<file path="src/rtl/mem_port_arbiter.sv">
// mem_port_arbiter: round-robin N-port memory arbiter with bus lock and read-return pipeline; define ARB_ERR_CHECK_EN for the access checker
module mem_port_arbiter #(
  parameter int NUM_PORTS  = 2,
  parameter int RD_LATENCY = 1
) (
  input  logic                    i_clk,
  input  logic                    i_reset_n,
  input  logic                    i_halt,
  input  logic [NUM_PORTS-1:0]    i_req,
  input  logic [NUM_PORTS-1:0]    i_lock,
  input  logic [NUM_PORTS*32-1:0] i_addr,
  input  logic [NUM_PORTS*32-1:0] i_wr_data,
  input  logic [NUM_PORTS*2-1:0]  i_wr_mask,
  input  logic [NUM_PORTS*3-1:0]  i_rd_mask,
  output logic [NUM_PORTS-1:0]    o_gnt,
  output logic [NUM_PORTS-1:0]    o_rd_valid,
  output logic [31:0]             o_rd_data,
  output logic [31:0]             o_mem_addr,
  output logic [31:0]             o_mem_wr_data,
  output logic [1:0]              o_mem_wr_mask,
  output logic [2:0]              o_mem_rd_mask,
`ifdef ARB_ERR_CHECK_EN
  output logic                    o_err,
  output logic [2:0]              o_err_port,
`endif
  input  logic [31:0]             i_mem_rd_data
);
  localparam int PW = $clog2(NUM_PORTS);
  localparam int SW = PW + 1;
  typedef enum logic {IDLE, LOCKED} state_t;
  state_t state, state_nxt;
  logic [PW-1:0] owner, owner_nxt, ptr, ptr_nxt, idx;
  logic [SW-1:0] sum;
  logic hold, gnt_any, bad, fwd;
  logic [31:0] g_addr, g_wdata;
  logic [1:0] g_wm;
  logic [2:0] g_rm;
  logic [RD_LATENCY-1:0] vld;
  logic [RD_LATENCY-1:0][PW-1:0] pid;
  // lock state, lock owner and round-robin pointer
  always_ff @(posedge i_clk or negedge i_reset_n) begin
    if (!i_reset_n) begin
      state <= IDLE;
      owner <= '0;
      ptr <= '0;
    end else begin
      state <= state_nxt;
      owner <= owner_nxt;
      ptr <= ptr_nxt;
    end
  end
  // lock is kept while the owner holds i_lock; pointer only moves on unlocked grants
  always_comb begin
    state_nxt = i_halt ? state : (hold || (gnt_any && i_lock[idx])) ? LOCKED : IDLE;
    owner_nxt = (gnt_any && !hold) ? idx : owner;
    ptr_nxt = (gnt_any && !hold) ? ((idx == PW'(NUM_PORTS - 1)) ? '0 : idx + 1'b1) : ptr;
  end
  // grant: the lock owner alone while locked, else first requester at or after ptr
  always_comb begin
    hold = state == LOCKED && i_lock[owner];
    gnt_any = 1'b0;
    idx = owner;
    sum = '0;
    if (hold) gnt_any = i_req[owner];
    else
      for (int i = NUM_PORTS - 1; i >= 0; i--) begin
        sum = {1'b0, ptr} + SW'(i);
        if (sum >= SW'(NUM_PORTS)) sum = sum - SW'(NUM_PORTS);
        if (i_req[sum[PW-1:0]]) begin
          gnt_any = 1'b1;
          idx = sum[PW-1:0];
        end
      end
    if (i_halt || !i_reset_n) gnt_any = 1'b0;
  end
  assign g_addr = i_addr[32*idx +: 32];
  assign g_wdata = i_wr_data[32*idx +: 32];
  assign g_wm = i_wr_mask[2*idx +: 2];
  assign g_rm = i_rd_mask[3*idx +: 3];
`ifdef ARB_ERR_CHECK_EN
  assign bad = ((g_wm == 2'd2 || g_rm[1:0] == 2'd2) && g_addr[0]) ||
               ((g_wm == 2'd3 || g_rm == 3'd3) && g_addr[1:0] != 2'b00) ||
               g_rm == 3'd4 || g_rm == 3'd7;
  // first offending access is latched until reset
  always_ff @(posedge i_clk or negedge i_reset_n) begin
    if (!i_reset_n) begin
      o_err <= 1'b0;
      o_err_port <= 3'd0;
    end else if (gnt_any && bad && !o_err) begin
      o_err <= 1'b1;
      o_err_port <= 3'(idx);
    end
  end
`else
  assign bad = 1'b0;
`endif
  assign fwd = gnt_any && !bad;
  assign o_gnt = gnt_any ? NUM_PORTS'(1) << idx : '0;
  assign o_mem_addr = gnt_any ? g_addr : '0;
  assign o_mem_wr_data = gnt_any ? g_wdata : '0;
  assign o_mem_wr_mask = fwd ? g_wm : '0;
  assign o_mem_rd_mask = fwd ? g_rm : '0;
  // read-return pipeline carrying the requesting port ID, frozen during halt
  always_ff @(posedge i_clk or negedge i_reset_n) begin
    if (!i_reset_n) begin
      vld <= '0;
      pid <= '0;
    end else if (!i_halt) begin
      vld[0] <= fwd && g_rm != 3'd0;
      pid[0] <= idx;
      for (int i = 1; i < RD_LATENCY; i++) begin
        vld[i] <= vld[i-1];
        pid[i] <= pid[i-1];
      end
    end
  end
  assign o_rd_valid = (vld[RD_LATENCY-1] && !i_halt) ? NUM_PORTS'(1) << pid[RD_LATENCY-1] : '0;
  assign o_rd_data = i_mem_rd_data;
endmodule

</file>
<file path="config.mk">
export PLATFORM = sky130hd
export DESIGN_NAME = mem_port_arbiter
export DESIGN_NICKNAME = d
export VERILOG_FILES = /design/src/rtl/mem_port_arbiter.sv
export SDC_FILE = /design/constraint.sdc
export NUM_CORES = 1
export LEC_CHECK = 0
export ABC_AREA = 1
export CAP_MARGIN = 20
export CORE_AREA = 8 8 103 105
export CTS_BUF_LIST = sky130_fd_sc_hd__clkbuf_16
export CTS_CLUSTER_SIZE = 16
export DETAILED_ROUTE_END_ITERATION = 8
export DIE_AREA = 0 0 111 113
export PLACE_DENSITY = 0.79
export SKIP_CTS_REPAIR_TIMING = 1
export SKIP_LAST_GASP = 1
export SLEW_MARGIN = 40
export SYNTH_ARGS = -nofsm -noshare
export SYNTH_HDL_FRONTEND = slang
export SYNTH_SLANG_ARGS = --single-unit
</file>
<file path="constraint.sdc">
create_clock -name i_clk -period 4.8 [get_ports i_clk]
set_input_delay 0.72 -clock i_clk [delete_from_list [all_inputs] [get_ports i_clk]]
set_output_delay 0.72 -clock i_clk [all_outputs]
set_load 0.02 [all_outputs]
</file>
==> flow_metrics.env <==
export IMPL_slowest_delay_ps=620
export IMPL_p_leak_uw=0.00167
export IMPL_drt_iter0_drc=213
export IMPL_grt_pass1_wl_mm=13.4
export IMPL_die_area_mm2=0.0125
export IMPL_met1_usage_pct=13.2
export IMPL_track_usage_pct=12.8
export IMPL_clock_latency_ps=230
export IMPL_reg2reg_to="vld"
export IMPL_cts_buffer_depth=2
export IMPL_final_cell_area_mm2=0.00358
export IMPL_critPathCaptureType="output port"
export IMPL_grt_busiest_layer="met2"
export IMPL_finalNetCount=671
export IMPL_reg2regPathDepth=8
export IMPL_synth_seq_cells=5
export IMPL_synthCells=314
export IMPL_power_density_mw_per_mm2=223
export IMPL_p_total_uw=800
export IMPL_slew_viol_final=0
export IMPL_worst_path_most_repeated_cell="nand2_1"
export IMPL_arrival_ps=3290
export IMPL_wirelength_mm=8.78
export IMPL_synth_edff_count=0
export IMPL_fin_skew_ps=1.43
export IMPL_grt_use_met2_pct=22.8
export IMPL_r2r_start="owner"
export IMPL_ff2ff_setup_slack_ps=3300
export IMPL_clockPowerShare_pct=16.8
export IMPL_critPathMaxFanout=31
export IMPL_synth_area_per_cell_um2=4.81
export IMPL_ys_seq_area_share_pct=8.29
export IMPL_utilization_pct=39.9
export IMPL_wl_per_cell_um=14.5
export IMPL_synth_nets=491
export IMPL_core_area_mm2=0.00898
export IMPL_area_growth_pct=137
export IMPL_numCtsBuffers=3
export IMPL_fmax_ghz=0.249
export IMPL_rows=35
export IMPL_start_kind="input port"
export IMPL_switching_share_pct=42.4
export IMPL_num_vias=2491
export IMPL_comb_power_share_pct=73.9
export IMPL_yosysUniqueCellTypes=17
export IMPL_critPathKind="input port to output port"
export IMPL_hold_end="ptr"
export IMPL_via_per_inst=4.12
export IMPL_dpl_hpwl_mm=7.76
export IMPL_path_cells="clkdlybuf4s50_1 -> inv_1 -> a21boi_1 -> nand3_1 -> a21oi_4 -> nand2_1 -> inv_2 -> buf_4 -> nand2_1 -> nand2_1 -> clkdlybuf4s50_1"
export IMPL_grt_max_degree=37
export IMPL_cp_startpoint="i_lock[1]"
export IMPL_hold_violations=0
export IMPL_cap_violations=0
export IMPL_ys_top_cells_by_area="nand2_1, buf_4, dfrtp_1"
export IMPL_relSlewSlack_pct=76.0
export IMPL_port_buffers=217
export IMPL_outcome="finished clean"
export IMPL_grt_pass1_vias=2559
export IMPL_drc=0
export IMPL_cp_data_required_time_ps=4080
export IMPL_power_internal_uw=461
export IMPL_ant_nets=0
export IMPL_peakVddDrop_v=0.000168
export IMPL_antenna_cells=0
export IMPL_yosys_area_top_type="nand2_1"
export IMPL_period_share_pct=83.5
export IMPL_root_buffer="clkbuf_16"
export IMPL_async_flop_share_pct=100
export IMPL_yosysMostFrequentCell="nand2_1"
export IMPL_antenna_found_initial=0
export IMPL_hp_class="register to register"
export IMPL_initial_core_util_pct=16.8
export IMPL_syn_area_mm2=0.00151
export IMPL_seq_power_share_pct=9.3
export IMPL_switchingPower_uw=339
export IMPL_clock_sinks=5
export IMPL_rsz0062_at_grt="false"
export IMPL_gp_congestion=0.801
export IMPL_die_y_um=113
export IMPL_slowest_stage="clkdlybuf4s50_1"
export IMPL_setup_ws_ps=791
export IMPL_cts_tree="built"
export IMPL_min_period_ps=4010
export IMPL_hp_start="ptr"
export IMPL_tns_ps=0
export IMPL_htreeDepth=1
export IMPL_synth_top_area_share_pct=56.7
export IMPL_drive_above_1_share_pct=3.25
export IMPL_first_pass_iters=6
export IMPL_use_met3_pct=7.20
export IMPL_cts_clk_slew_worst_paths_ps=30
export IMPL_die_w_um=111
export IMPL_dp_slack_ps=793
export IMPL_synthFlopType="dfrtp_1"
export IMPL_ios=282
export IMPL_synth_common_cells="nand2_1, buf_4, inv_1"
export IMPL_dpl_instance_area_mm2=0.00350
export IMPL_tightest_slew_ps=360
export IMPL_yosys_warnings=0
export IMPL_whs_path_depth=2
export IMPL_finalSetupViolations=0
export IMPL_grt_overflow=0
-- logic make-up (layout without fill, tap and decap cells) --
logic type / count (synthesis) / count (layout) / share of synthesized area [%]
AND/OR/NAND/NOR: 241 / 241 / 61.2
buffers and inverters: 58 / 237 / 26.1
AO/OA/AOI/OAI: 10 / 10 / 4.40
flip-flops: 5 / 5 / 8.29
-- metrics by stage --
stage          cells  hold slack (ps)
2_1_floorplan    314              424
3_3_place_gp     600              475
3_5_place_dp     600              488
4_1_cts          604              497
5_1_grt          604              520
6_report         604              484
-- worst max-delay path: cells and delay by family --
kind            cells  cell delay [ps]
compound gates      2              400
buf+inv             5             1700
simple gates        4              430
-- worst max path at each step --
stage                             end  slack [ps]  cells after the start
global route            o_mem_addr[3]         610                     11
CTS                     o_mem_addr[3]         780                     11
global placement        o_mem_addr[3]         900                     11
detailed placement      o_mem_addr[3]         790                     11
finish                  o_mem_addr[3]         790                     11
floorplan           o_mem_wr_data[23]        2260                     10
-- flip-flops by register name, summed over array words and instances, names as in the netlist --
name	cells
state	1
ptr	1
pid	1
vld	1
owner	1
-- power by group through the flow --
stage / Combinational, µW / Clock, µW / Sequential (µW)
floorplan: 326 / 0 / 69.6
global placement: 585 / 0 / 73.4
detailed placement: 595 / 0 / 74.5
CTS: 598 / 137 / 74.6
global route: 639 / 142 / 76.8
finish: 591 / 134 / 74.2
-- layer usage --
metal | part of all wire, % | vias up
met1 | 38 | 1055
met4 | 0 | 0
met3 | 14 | 0
met5 | 0 | -
met2 | 48 | 179
li1 | - | 1257
-- area by class of cell --
cell class                      instances  area (µm²)
Fill cell                             893        5400
Sequential cell                         5         125
Multi-Input combinational cell        251         990
Clock buffer                            3        75.1
Inverter                               12        45.0
Clock inverter                          1        3.75
Tap cell                              111         139
Timing Repair Buffer                  221        2200
-- placed cells by master (no fill, tap or decap), drive strengths merged --
cell type,Yosys,final
clkbuf,0,3
nand2,230,230
or2,1,1
inv,12,13
nand3,5,5
a21boi,2,2
dfrtp,5,5
o21ai,5,5
a21oi,3,3
nor2,5,5
buf,46,4
clkdlybuf4s50,0,217
Power figures use the tool's default switching activity.
